**src/rtl/cpu_sequencer_pkg.sv**
```systemverilog
// cpu_sequencer_pkg: shared definitions for the instruction sequencer.
// Holds the sequencer state encoding used by the top-level FSM.
package cpu_sequencer_pkg;

    // Instruction phases. FETCH must stay the reset/idle state.
    typedef enum logic [2:0] {
        SEQ_FETCH     = 3'd0,
        SEQ_DECODE    = 3'd1,
        SEQ_EXECUTE   = 3'd2,
        SEQ_ATC_WAIT  = 3'd3,
        SEQ_WRITEBACK = 3'd4
    } seq_state_t;

endpackage

```
**src/rtl/cpu_sequencer_next_ip_select.sv**
```systemverilog
// next_ip_select: combinational next-instruction-pointer mux.
// Ports:
//   ip          - current instruction pointer
//   jump_target - branch destination
//   take_branch - 1 selects jump_target, 0 selects ip+1 (wraps)
//   next_ip     - selected next pointer
module next_ip_select #(
    parameter int IP_WIDTH = 8
) (
    input  logic [IP_WIDTH-1:0] ip,
    input  logic [IP_WIDTH-1:0] jump_target,
    input  logic                take_branch,
    output logic [IP_WIDTH-1:0] next_ip
);

    // Carry out of the increment is dropped so the pointer wraps.
    assign next_ip = take_branch ? jump_target : ip + IP_WIDTH'(1);

endmodule

```
**src/rtl/cpu_sequencer.sv**
```systemverilog
// cpu_sequencer: multi-cycle fetch/decode/execute/writeback sequencer.
// Owns the instruction pointer, requests program memory with req/ack and
// arbitrates Atomic Test-and-Clear access to the shared flag.
// Ports:
//   clk, reset                 - clock; async active-high reset
//   run                        - permits a new fetch to start
//   fetch_req/fetch_addr/ack   - program memory handshake (addr == ip)
//   instr_load                 - instruction register load strobe
//   write_enable/branch_select/is_atc/cond_true/jump_target - decoded controls
//   reg_we                     - register file write strobe
//   atc_req/atc_grant/atc_flag/atc_clear - flag resource handshake
//   ip                         - current instruction pointer
//   retire                     - one-cycle instruction completion pulse
module cpu_sequencer
    import cpu_sequencer_pkg::*;
#(
    parameter int                     IP_WIDTH = 8,
    parameter logic [IP_WIDTH-1:0]    START_IP = '0
) (
    input  logic                clk,
    input  logic                reset,
    input  logic                run,
    output logic                fetch_req,
    output logic [IP_WIDTH-1:0] fetch_addr,
    input  logic                fetch_ack,
    output logic                instr_load,
    input  logic                write_enable,
    input  logic                branch_select,
    input  logic                is_atc,
    input  logic                cond_true,
    input  logic [IP_WIDTH-1:0] jump_target,
    output logic                reg_we,
    output logic                atc_req,
    input  logic                atc_grant,
    input  logic                atc_flag,
    output logic                atc_clear,
    output logic [IP_WIDTH-1:0] ip,
    output logic                retire
);

    seq_state_t          state;
    logic                take_branch;
    logic [IP_WIDTH-1:0] next_ip;

    // ATC reuses the branch mux: a set flag acts like a taken jump.
    always_comb begin
        take_branch = 1'b0;
        if (state == SEQ_ATC_WAIT)
            take_branch = atc_flag;
        else if (state == SEQ_EXECUTE)
            take_branch = branch_select & cond_true;
    end

    next_ip_select #(
        .IP_WIDTH    (IP_WIDTH)
    ) u_next_ip (
        .ip          (ip),
        .jump_target (jump_target),
        .take_branch (take_branch),
        .next_ip     (next_ip)
    );

    assign fetch_addr = ip;

    // Strobes are decoded from state plus same-cycle inputs. Gating with
    // !reset makes every request/strobe drop the instant reset rises,
    // not just once the state register has been cleared.
    always_comb begin
        fetch_req  = 1'b0;
        instr_load = 1'b0;
        reg_we     = 1'b0;
        atc_req    = 1'b0;
        atc_clear  = 1'b0;
        retire     = 1'b0;
        if (!reset) begin
            case (state)
                SEQ_FETCH: begin
                    fetch_req  = run;
                    instr_load = run & fetch_ack;
                end
                SEQ_EXECUTE: begin
                    retire = ~is_atc & (branch_select | ~write_enable);
                end
                SEQ_ATC_WAIT: begin
                    atc_req   = 1'b1;
                    atc_clear = atc_grant & atc_flag;
                    retire    = atc_grant;
                end
                SEQ_WRITEBACK: begin
                    reg_we = 1'b1;
                    retire = 1'b1;
                end
                default: ;
            endcase
        end
    end

    always_ff @(posedge clk or posedge reset) begin
        if (reset) begin
            state <= SEQ_FETCH;
            ip    <= START_IP;
        end else begin
            case (state)
                SEQ_FETCH: begin
                    if (instr_load)
                        state <= SEQ_DECODE;
                end
                SEQ_DECODE: begin
                    state <= SEQ_EXECUTE;
                end
                SEQ_EXECUTE: begin
                    if (is_atc) begin
                        state <= SEQ_ATC_WAIT;
                    end else begin
                        // branch, write and NOP all advance ip here
                        ip    <= next_ip;
                        state <= (!branch_select && write_enable) ? SEQ_WRITEBACK
                                                                  : SEQ_FETCH;
                    end
                end
                SEQ_ATC_WAIT: begin
                    if (atc_grant) begin
                        ip    <= next_ip;
                        state <= SEQ_FETCH;
                    end
                end
                SEQ_WRITEBACK: begin
                    state <= SEQ_FETCH;
                end
                default: begin
                    state <= SEQ_FETCH;
                end
            endcase
        end
    end

endmodule

```
**config.mk**
```make
export PLATFORM = sky130hd
export DESIGN_NAME = cpu_sequencer
export DESIGN_NICKNAME = d
export VERILOG_FILES = /design/src/rtl/cpu_sequencer_pkg.sv /design/src/rtl/cpu_sequencer_next_ip_select.sv /design/src/rtl/cpu_sequencer.sv
export SDC_FILE = /design/constraint.sdc
export NUM_CORES = 1
export LEC_CHECK = 0
export ABC_AREA = 1
export CAP_MARGIN = 20
export CORE_MARGIN = 8
export CORE_UTILIZATION = 41
export CTS_BUF_LIST = sky130_fd_sc_hd__clkbuf_16
export CTS_CLUSTER_SIZE = 8
export DETAILED_ROUTE_END_ITERATION = 10
export GPL_ROUTABILITY_DRIVEN = 0
export GPL_TIMING_DRIVEN = 0
export PLACE_DENSITY = 0.79
export SYNTH_ARGS = -nofsm -noshare
export SYNTH_HDL_FRONTEND = slang
export SYNTH_SLANG_ARGS = --single-unit
```
**constraint.sdc**
```tcl
create_clock -name clk -period 1.55 [get_ports clk]
set_input_delay 0.31 -clock clk [delete_from_list [all_inputs] [get_ports clk]]
set_output_delay 0.31 -clock clk [all_outputs]
set_load 0.05 [all_outputs]
```
==> flow_summary.yaml, run 1 <==
power_and_ir_drop:
  p_leak_nw: 0.791
  switching_power_mw: 1.73
  power_density_nw_per_um2: 2080
  internal_power_mw: 1.57
  pwr-share-seq_pct: 19.7
  p_comb_share_pct: 66.0
  pwr-share-clk_pct: 14.3
  sw_frac_of_total_pct: 52.3
  peakVddDrop_mv: 1.29
  p_total_mw: 3.30
global_route:
  grt_max_degree: 13
  grt_pass1_vias: 1010
  grt_pass1_wl_mm: 4.55
  grt_usage_pct: 14.0
  antenna_found_initial: 0
  grt_overflow: 0
status:
  status: "finished, violations left"
  violations: "negative setup slack"
logic_synthesis:
  syn_avg_cell_area_um2: 6.49
  synth_common_cells: "43 x nand2_1, 20 x inv_1, 17 x nand3_1, 11 x dfrtp_1, 10 x nor2_1"
  synth_fa_ha_area_share_pct: 1.41
  synth_top_family_by_area: "simple AND/OR/NAND/NOR gates"
  ys_warn_count: 0
  synth_edf_count: 0
  synth_mux_area_share_pct: 0
  yosysTopAreaCellShare_pct: 30.9
  synth.area.top_cells: "dfrtp_1 31%, nand2_1 18%, nand3_1 9.6%, inv_1 8.4%, buf_4 6.8%"
  synth_cell_types: 22
  syn_nets: 156
  synth_compound_area_share_pct: 4.50
  syn_inst: 137
  yosysMostFrequentCell: "nand2_1"
  synth_xor_area_share_pct: 2.95
  seq_area_frac_synth_pct: 30.9
  async_flop_share_pct: 100
  synthFlopType: "dfrtp_1"
  yosys.area_share.simple_pct: 42.2
  syn_area_um2: 890
  synth_area_leader_cell: "dfrtp_1"
  ys_seq_elements: 11
placed_design:
  dp_hpwl_mm: 1.98
  port_buffers: 39
  dpl_worst_slack_ps: -1180
  post-place-cells: 204
die:
  ios: 40
  die_area_um2: 3920
  die_h_um: 62.6
  dieWidth_um: 62.6
  initial_core_util_pct: 41.8
  fp-row-count: 17
  coreArea_um2: 2130
final_layout:
  fin_nets: 211
  seq_area_um2: 283
  synthToLayoutAreaGrowth_pct: 78.2
  multi_input_area_um2: 536
  drive_gt1_share_pct: 37.2
  fin_cells: 219
  fill_cells: 156
  antenna-diode-count: 0
detailed_routing:
  dr.pass1.iters: 6
  drt_iter0_markers: 39
  drt-vias-per-instance: 4.75
  wl_mm: 2.92
  routedWlPerCell_um: 13.4
  ant_nets: 0
  vias: 1041
  route.detailed.drc: 0
worst_setup_path:
  r2r_cells: 8
  end_kind: "output pin"
  critPathArrivalTime_ps: 1410
  path_max_fanout: 5
  worstSetupPathType: "flop to output pin"
  cp.required_ps: 1240
  start_kind: "flop"
timing:
  clock.fmax_mhz: 580
  tightest_slew_ps: 504
  hold_slack_ps: 394
  max_slew_margin_pct: 66.6
  period_needed_ps: 1720
  hold_violations: 0
  fin_ws_ps: -174
  maxSlewViolCount: 0
  final.setup_skew_ps: 5.36
  setup_viol: 6
  rsz0062_at_grt: "yes"
  fin_crit_sh_pct: 111
clock_tree:
  cts_tree: "done"
  numCtsBuffers: 3
  root_buffer: "clkbuf_16"
  postCtsHoldBufs: 0
  numClockSinks: 11
  clk_pin_slew_ps: 40
  clkLatencyLatePin_ps: 240
  ctsLongestPathBuffers: 2
  htreeDepth: 1
run:
  max-cap-violations: 0
worst_hold_path:
  hold_path_class: "primary input to asynchronous set/reset pin"
final timing paths:
kind | start | end | slack, ps
max | state[2] | retire | -170
max reg2reg | state[2] | fetch_addr[7] | 100
min in group clk | run | state[0] | 560
min reg2reg | fetch_addr[1] | fetch_addr[1] | 570
min | reset | state[2] | 390
max in group asynchronous | reset | fetch_addr[0] | 980
cells in the final DEF, fill, tap and decap left out, drive strengths merged:
cell	netlist	final
o21bai	2	2
nand3	19	19
nand2	45	45
nor2	14	14
nand4	2	2
o21ai	1	1
clkdlybuf4s15	0	11
a21oi	1	1
buf	8	25
xnor2	1	1
clkdlybuf4s50	0	15
a31oi	1	1
and2	1	1
nor3	1	1
xor2	2	2
clkinvlp	0	1
ha	1	1
dlygate4sd2	0	5
a31o	1	1
clkbuf	0	5
inv	26	26
dfrtp	11	11
power groups by stage:
stage          registers [mW]  clock network [mW]  logic (mW)
2_1_floorplan           0.904                   0        1.16
3_3_place_gp            0.602                   0        2.03
3_5_place_dp            0.612                   0        2.07
4_1_cts                 0.608               0.473        2.08
5_1_grt                 0.678               0.497        2.33
6_report                0.652               0.472        2.18
stage by stage:
| step | TNS (ps) | area [um2] | util (%) |
|---|---|---|---|
| finish | -695 | 1590 | 74.5 |
| global route | -980 | 1590 | 74.5 |
| CTS | -432 | 1500 | 70.6 |
| detailed placement | -5880 | 1360 | 64.0 |
| global placement | -5550 | 1360 | 64.0 |
| floorplan | -282 | 936 | - |
cells by family after synthesis:
family	Yosys count
AND/OR/NAND/NOR	82
adder cells (fa/ha/maj)	1
XOR/XNOR	3
flip-flops	11
buffers and inverters	34
AO/OA/AOI/OAI	6
sequential cells by signal, indices dropped and copies added, names as in the netlist:
register	count
fetch_addr	8
state	3
routing by layer:
layer  vias up  wire (um)  GRT usage (%)
li1        529          -              -
met1       484       1110           14.0
met2        23       1640           26.0
met3         5        129           4.48
met4         0         45           5.70
met5         -          0              0
worst max-delay path, cell delays in order, from the launching register on:
cell and delay, ps:
dfrtp_1 430, inv_4 130, nand3_2 100, nor2_4 110, nand2_2 70, a31oi_4 160
buf_6 180
area by class of cell:
class,count,share of cell area (%)
sequential,11,17.8
buffer,8,3.79
multi-input combinational,92,33.8
clock buffer,3,4.74
tap,28,2.21
clock inverter,1,0.237
timing repair buffer,50,30.2
inverter,26,7.18
timing repair:
item / 4_1_cts / 5_1_grt
resized for setup: 81 / 23
buffers inserted: 6 / 5
pin swaps: 4 / 5
setup endpoints to repair: 23 / 13
No activity file was read; power rests on OpenSTA's default activity.
==> inputs of run 2 (changes only) <==
CORE_MARGIN = unset   (was 8)
CORE_UTILIZATION = 50   (was 41)
CTS_CLUSTER_DIAMETER = 150   (was unset)
DONT_BUFFER_PORTS = 1   (was unset)
PLACE_DENSITY = unset   (was 0.79)
==> run 2 against run 1 <==
The run ends with design-rule violations, negative hold slack, negative setup slack left. Critical path type unchanged. Critical endpoint is now instr_load. Register-to-register slack lost 40 ps. Clock power down 0.8%. Total power fell by 5.5%. Die area shrank 50%. Routed wire length fell by 12%.
==> flow_summary.yaml, run 2 (synthesized netlist as in run 1, its figures left out) <==
timing:
  tns_ps: -1190
  fin_ws_ps: -379
  hold_violations: 11
  period_needed_ps: 1930
  tightest_slew_ps: 555
  clock.fmax_mhz: 518
  max_slew_margin_pct: 62.9
  rsz0062_at_grt: "yes"
  maxSlewViolCount: 0
  final.setup_skew_ps: 1.76
  hold_slack_ps: -11.9
  setup_viol: 6
  fin_crit_sh_pct: 124
die:
  fp-row-count: 14
  die_h_um: 44.2
  dieWidth_um: 44.2
  die_area_um2: 1950
  initial_core_util_pct: 56.4
  coreArea_um2: 1580
  ios: 40
detailed_routing:
  ant_nets: 0
  drt_iter0_markers: 54
  vias: 964
  route.detailed.drc: 2
  routedWlPerCell_um: 14.5
  dr.pass1.iters: 7
  drt-vias-per-instance: 5.45
  wl_mm: 2.58
worst_hold_path:
  hold_path_class: "primary input to asynchronous set/reset pin"
global_route:
  grt_usage_pct: 26.4
  grt.busiest_layer: "met2"
  grt_overflow: 0
  grt_pass1_vias: 808
  grt_pass1_wl_mm: 3.72
  antenna_found_initial: 0
  use_met2_pct: 43.5
  grt_max_degree: 14
  use_met3_pct: 8.98
  grt.met1_usage_pct: 33.8
power_and_ir_drop:
  power_density_nw_per_um2: 2430
  peakVddDrop_mv: 1.51
  p_leak_nw: 0.657
placed_design:
  post_dp_cell_area_um2: 956
  dp_hpwl_mm: 1.41
  port_buffers: 0
  dpl_worst_slack_ps: -251
  post-place-cells: 153
worst_setup_path:
  critPathArrivalTime_ps: 1620
  path_max_fanout: 2
  worstSetupPathType: "flop to output pin"
  start_kind: "flop"
  end_kind: "output pin"
  cp.required_ps: 1240
final_layout:
  largest_reg_flops: 8
  synthToLayoutAreaGrowth_pct: 44.4
  postLayoutCellArea_um2: 1280
  fin_nets: 181
  drive_gt1_share_pct: 40.4
  fin_cells: 177
  antenna-diode-count: 0
  final_common_cell: "nand2_1"
  final_cell_mix: "42 x nand2_1, 26 x buf_4, 21 x inv_1"
  fill_cells: 100
clock_tree:
  root_buffer: "clkbuf_16"
  numClockSinks: 11
  postCtsHoldBufs: 0
  cts_tree: "done"
  numCtsBuffers: 3
  clk_pin_slew_ps: 40
  htreeDepth: 1
  clkLatencyLatePin_ps: 240
  ctsLongestPathBuffers: 2
run:
  max-cap-violations: 0
status:
  status: "finished, violations left"
  violations: "design-rule violations, negative hold slack, negative setup slack"
==> run 2: changes by cell type in the layout (fill, tap and decap cells not counted), sizes merged, moves of 2 or more <==
cell / delta
dlygate4sd2: -5
clkdlybuf4s50: -15
clkdlybuf4s15: -11
buf: +2
clkbuf: -2
==> run 2: worst paths after layout <==
check / start / end / slack, ps / depth (start not counted)
max: state[0] / instr_load / -380 / 4
min reg2reg: fetch_addr[7] / fetch_addr[7] / 710 / 2
max in group asynchronous: reset / fetch_addr[6] / 1200 / 1
min: reset / state[1] / -10 / 1
min in group clk: is_atc / state[2] / 250 / 3
max reg2reg: state[1] / fetch_addr[2] / 60 / 10
==> run 2: cell type report <==
class | instances | area, um2 | share of cell area (%)
buffer | 8 | 60.1 | 4.67
timing repair buffer | 19 | 146 | 11.4
clock inverter | 1 | 3.75 | 0.292
multi-input combinational | 93 | 592 | 46.1
clock buffer | 3 | 75.1 | 5.84
inverter | 26 | 103 | 7.98
tap | 16 | 20.0 | 1.56
sequential | 11 | 285 | 22.2
==> run 2: what timing repair did <==
| item | 4_1_cts | 5_1_grt |
|---|---|---|
| setup endpoints to repair | 12 | 13 |
| buffers inserted | 12 | 7 |
| pin swaps | 7 | 6 |
| cloned | 0 | 1 |
| gates resized for setup | 19 | 6 |
| hold endpoints to repair | 0 | 0 |
==> run 2: power by group <==
part / switching, mW / total [mW] / internal, mW
sequential: 0.549 / 0.974 / 0.426
clock: 0.129 / 0.468 / 0.339
combinational: 1.05 / 1.68 / 0.631
==> run 2: critical path, stage by stage (launching register included) <==
cell and delay, ps:
dfrtp_1 400, inv_2 90, nand3_4 90, nor3_4 440, and2_4 350
==> run 2: layer usage <==
metal  part of all wire (%)  vias up
li1                       -      467
met1                     41      442
met2                     49       51
met3                    8.4        4
met4                    1.2        0
met5                      0        -
==> run 2: metrics by stage <==
stage / hold WS [ps] / power [mW] / util [%]
6_report: -11.9 / 3.12 / 81.5
3_3_place_gp: 259 / 2.21 / 60.6
4_1_cts: 8.78 / 2.91 / 75.8
3_5_place_dp: 260 / 2.22 / 60.6
2_1_floorplan: 179 / 2.07 / -
5_1_grt: 23.3 / 3.29 / 81.5
